## src/rtl/excp_ctrl.sv

```systemverilog
// excp_ctrl: write-back exception/interrupt/ertn commit sequencer.
// Commits one event, drains the pipeline, then hands a redirect to fetch.
module excp_ctrl #(
  parameter int FLUSH_CYCLES = 2
) (
  input  logic        clk,
  input  logic        reset,
  input  logic        ws_valid,
  input  logic [31:0] ws_pc,
  input  logic        ws_ex,
  input  logic [5:0]  ws_ecode,
  input  logic [8:0]  ws_esubcode,
  input  logic        ws_ertn,
  input  logic        has_int,
  input  logic [31:0] csr_excp_pc,
  input  logic [31:0] csr_ertn_pc,
  input  logic        redirect_ready,
  output logic        ws_allowin,
  output logic        ws_cancel,
  output logic        wb_ex,
  output logic [5:0]  wb_ecode,
  output logic [8:0]  wb_esubcode,
  output logic [31:0] wb_pc,
  output logic        ertn_flush,
  output logic        flush,
  output logic        redirect_valid,
  output logic [31:0] redirect_pc,
  output logic [31:0] ex_cnt
);

  typedef enum logic [1:0] {
    IDLE,
    COMMIT,
    DRAIN,
    REDIRECT
  } state_t;

  localparam int LD = (FLUSH_CYCLES > 0) ? FLUSH_CYCLES - 1 : 0;
  localparam logic [3:0] LOAD = LD[3:0];

  state_t      state_q;
  logic        ertn_q;
  logic [3:0]  cnt_q;
  logic [31:0] pc_q;
  logic [5:0]  ecode_q;
  logic [8:0]  esub_q;
  logic [31:0] ex_cnt_q;

  logic idle;
  logic ex_ev;
  logic ertn_ev;

  // Event detection; interrupt beats exception beats ertn.
  always_comb begin
    idle    = (state_q == IDLE);
    ex_ev   = idle & ws_valid & (has_int | ws_ex);
    ertn_ev = idle & ws_valid & ws_ertn & ~has_int & ~ws_ex;
  end

  // Sequencer: commit, drain, redirect handshake.
  always_ff @(posedge clk or posedge reset) begin
    if (reset) begin
      state_q  <= IDLE;
      ertn_q   <= 1'b0;
      cnt_q    <= 4'd0;
      pc_q     <= 32'd0;
      ecode_q  <= 6'd0;
      esub_q   <= 9'd0;
      ex_cnt_q <= 32'd0;
    end else begin
      unique case (state_q)
        IDLE: begin
          if (ex_ev) begin
            state_q <= COMMIT;
            ertn_q  <= 1'b0;
            pc_q    <= ws_pc;
            ecode_q <= has_int ? 6'd0 : ws_ecode;
            esub_q  <= has_int ? 9'd0 : ws_esubcode;
          end else if (ertn_ev) begin
            state_q <= COMMIT;
            ertn_q  <= 1'b1;
            pc_q    <= ws_pc;
            ecode_q <= ws_ecode;
            esub_q  <= ws_esubcode;
          end
        end
        COMMIT: begin
          if (!ertn_q) ex_cnt_q <= ex_cnt_q + 32'd1;
          if (FLUSH_CYCLES == 0) begin
            state_q <= REDIRECT;
          end else begin
            state_q <= DRAIN;
            cnt_q   <= LOAD;
          end
        end
        DRAIN: begin
          if (cnt_q == 4'd0) state_q <= REDIRECT;
          else cnt_q <= cnt_q - 4'd1;
        end
        REDIRECT: begin
          if (redirect_ready) state_q <= IDLE;
        end
        default: state_q <= IDLE;
      endcase
    end
  end

  // Outputs decoded from the registered state.
  always_comb begin
    ws_allowin     = idle;
    ws_cancel      = ex_ev;
    wb_ex          = (state_q == COMMIT) & ~ertn_q;
    ertn_flush     = (state_q == COMMIT) & ertn_q;
    flush          = ~idle;
    redirect_valid = (state_q == REDIRECT);
    redirect_pc    = ertn_q ? csr_ertn_pc : csr_excp_pc;
    wb_pc          = pc_q;
    wb_ecode       = ecode_q;
    wb_esubcode    = esub_q;
    ex_cnt         = ex_cnt_q;
  end

endmodule

```

## config.mk

```make
export PLATFORM = sky130hd
export DESIGN_NAME = excp_ctrl
export DESIGN_NICKNAME = d
export VERILOG_FILES = /design/src/rtl/excp_ctrl.sv
export SDC_FILE = /design/constraint.sdc
export NUM_CORES = 1
export LEC_CHECK = 0
export ABC_AREA = 1
export BUFFER_PORTS_ARGS = -buffer_cell sky130_fd_sc_hd__buf_4
export CORE_ASPECT_RATIO = 2
export CORE_MARGIN = 2
export CORE_UTILIZATION = 25
export CTS_BUF_LIST = sky130_fd_sc_hd__clkbuf_2 sky130_fd_sc_hd__clkbuf_4 sky130_fd_sc_hd__clkbuf_8
export CTS_CLUSTER_DIAMETER = 200
export CTS_CLUSTER_SIZE = 10
export DETAILED_ROUTE_END_ITERATION = 7
export GPL_ROUTABILITY_DRIVEN = 0
export HOLD_SLACK_MARGIN = 0.1
export PLACE_DENSITY_LB_ADDON = 0.05
export SLEW_MARGIN = 20
export SYNTH_ARGS = -nofsm -noshare
export SYNTH_HDL_FRONTEND = slang
export SYNTH_SLANG_ARGS = --single-unit
```

## constraint.sdc

```tcl
create_clock -name clk -period 2.55 [get_ports clk]
set_input_delay 0.51 -clock clk [delete_from_list [all_inputs] [get_ports clk]]
set_output_delay 0.51 -clock clk [all_outputs]
set_load 0.01 [all_outputs]
```

==> flow_metrics.env <==
export IMPL_status="completed"
export IMPL_cp_common_cell="inv_1"
export IMPL_overflow=0
export IMPL_synth_nets=718
export IMPL_worstSetupEndpointType="output port"
export IMPL_slew_violations=0
export IMPL_slew_headroom=0.698
export IMPL_die_area_sq_um=18900
export IMPL_tns_ns=0
export IMPL_drcViolationCount=0
export IMPL_fmax_mhz=462
export IMPL_crit_arrival_ns=1.65
export IMPL_hp_class="in -> async"
export IMPL_crit_chain="inv_1 > ha_1 > nand2_1 > inv_1 > o21ai_0 > inv_1 > buf_4"
export IMPL_cp_start_kind="flop"
export IMPL_crit_required_ns=2.04
export IMPL_ys_seq_area_frac=0.484
export IMPL_n_antenna_cell=0
export IMPL_postCtsSetupRepairBufs=0
export IMPL_dieWidth_um=98.3
export IMPL_r2r_cells=9
export IMPL_drive_gt1_frac=0.337
export IMPL_finalSetupViolations=0
export IMPL_nets=951
export IMPL_root_buffer="clkbuf_8"
export IMPL_fillCellCount=1941
export IMPL_drtAntennaViolNets=0
export IMPL_core_sq_um=17600
export IMPL_layout_cells_non_filler=1043
export IMPL_drt_iter0_drc=175
export IMPL_power_density_nw_per_um2=882
export IMPL_worst_slew_pin_slew_ns=0.452
export IMPL_initial_core_util=0.252
export IMPL_finClkSkew_ns=0.0113
export IMPL_area_growth_syn_to_layout_pct=49.6
export IMPL_grt_pass1_vias=4395
export IMPL_vias_per_cell=4.27
export IMPL_antenna_found_initial=0
export IMPL_postSynthAreaPerCell_sq_um=7.51
export IMPL_fp_dieH_um=193
export IMPL_hold_viol=0
export IMPL_clkTransAtPathRegs_ns=0.10
export IMPL_yosysWarnings=0
export IMPL_rsz0062_at_grt="no"
export IMPL_slowest_delay_ns=0.42
export IMPL_worstPathMaxFanout=4
export IMPL_dpl_cell_area_sq_um=6460
export IMPL_netlist_area_sq_um=4450
export IMPL_irDropWorstVdd_v=0.000439
export IMPL_period_needed_ns=2.16
export IMPL_first_pass_iters=6
export IMPL_final_cell_area_sq_um=6650
export IMPL_cts_tree="yes"
export IMPL_grt_pass1_wl_mm=23.3
export IMPL_ys_seq_elements=86
export IMPL_cts_made_buffers=9
export IMPL_wl_per_cell_um=13.7
export IMPL_num_vias=4455
export IMPL_clock_path_buffers=2
export IMPL_postCtsHoldBufs=0
export IMPL_htreeDepth=3
export IMPL_clock_sinks=86
export IMPL_dp_cells=1027
export IMPL_clock_latency_ns=0.37
export IMPL_synthCells=592
export IMPL_routed_wl_mm=14.3
export IMPL_maxCapViolations=0
export IMPL_dp_hpwl_mm=11.1
export IMPL_grt_max_degree=45
export IMPL_min_period_over_period=0.849
export IMPL_rows=69
export IMPL_power_leakage_uw=0.00363
export IMPL_path_class="reg -> out"
export IMPL_ios=235
export IMPL_crit_path_top_delay_cell="dfrtp_1"
export IMPL_grt_usage=0.155
export IMPL_cts_resized=0
export IMPL_portBuffers=234
export IMPL_ys_types=29
-- layer usage --
metal  global-route usage  vias to the layer above  wire length [um]
met4               0.0395                        0               158
met3               0.0442                        9              1080
li1                     -                     2281                 -
met1                0.208                     2018              6250
met2                0.246                      147              6850
met5                    0                        -                 0
-- cells in the final DEF (no fill, tap or decap), types with 3 or more instances in the layout --
cell        n
ha_1        8
dfrtp_1    86
nand3b_1    5
xnor2_1    12
o21ai_1     3
nand2_1   296
nor2_2      9
nand3_2     4
nor2_1     33
buf_4     237
nand2_2     3
inv_1      45
nand4_1     7
o21ai_0    23
nor2_4      3
nor3_1      7
xor2_1      7
clkinv_4    4
clkbuf_8   10
nand3_1    12
-- per-stage QoR --
step                      hold WS [ns]   util  setup WS, ns  power [uW]
after detailed placement         0.466  0.367         0.612        5000
after CTS                        0.136  0.378         0.333        5990
final                            0.144  0.378         0.386        5870
after global placement           0.465  0.367         0.699        5000
after global routing             0.142  0.378         0.220        6410
after floorplan                  0.454      -          1.01        3510
-- state kept, by name, indices dropped and copies added, names as in the netlist --
| name | flops |
|---|---|
| cnt_q | 4 |
| ertn_q | 1 |
| ex_cnt | 32 |
| wb_pc | 32 |
| state_q | 2 |
| wb_ecode | 6 |
| wb_esubcode | 9 |
-- synth_stat cells (all sizes together) --
cell type,count,area share
clkinv,2,0.0039
ha,8,0.023
nor3,7,0.0079
o211ai,1,0.0017
a31oi,1,0.0014
xor2,7,0.014
xnor2,12,0.024
inv,46,0.039
clkbuf,11,0.0093
and2,2,0.0028
a21oi,1,0.0011
nand3b,5,0.0084
dfrtp,86,0.48
nand3,16,0.023
nand2,301,0.26
o21ai,26,0.029
nor2,45,0.048
nor3b,1,0.0017
nand4,8,0.013
buf,6,0.0079
-- area by class of cell --
class | instances | area, sq um | share of cell area
inverter | 48 | 194 | 0.0291
multi-input combinational | 441 | 2030 | 0.305
tap | 213 | 267 | 0.0401
sequential | 86 | 2150 | 0.323
clock buffer | 10 | 138 | 0.0207
timing repair buffer | 239 | 1820 | 0.273
clock inverter | 6 | 53.8 | 0.00809
-- logic make-up after synthesis --
family	Yosys count	synth area share
xor+xnor	19	0.0374
simple gates	385	0.363
flops	86	0.484
compound gates	29	0.0335
buf+inv	65	0.0599
fa+ha+maj	8	0.0225
-- report_power, final --
part,switching (uW),leakage (uW),internal (uW)
combinational,1560,0.00241,1310
clock,548,0.0000954,398
sequential,272,0.00112,1790
total,2380,0.00363,3490
-- critical path: cells and delay by family (launching register included) --
kind	cells	cell delay, ns
buffers and inverters	4	0.42
and+or+nand+nor	1	0.07
adders and majority gates	1	0.24
AOI/OAI and AO/OA	1	0.14
DFF	1	0.42
-- path summary, 6_finish.rpt --
path / startpoint / to / slack, ns
max in group asynchronous: reset / wb_ecode[2]$_DFFE_PP0P_ / 1.63
setup / recovery: state_q[1]$_DFFE_PP0P_ / ws_cancel / 0.39
hold / removal: reset / ex_cnt[6]$_DFFE_PP0P_ / 0.14
min in group clk: ws_pc[19] / wb_pc[19]$_DFFE_PP0P_ / 0.33
hold reg to reg: wb_pc[14]$_DFFE_PP0P_ / wb_pc[14]$_DFFE_PP0P_ / 0.49
setup reg to reg: state_q[1]$_DFFE_PP0P_ / wb_pc[27]$_DFFE_PP0P_ / 0.63
(Power assumes the default switching activity.)
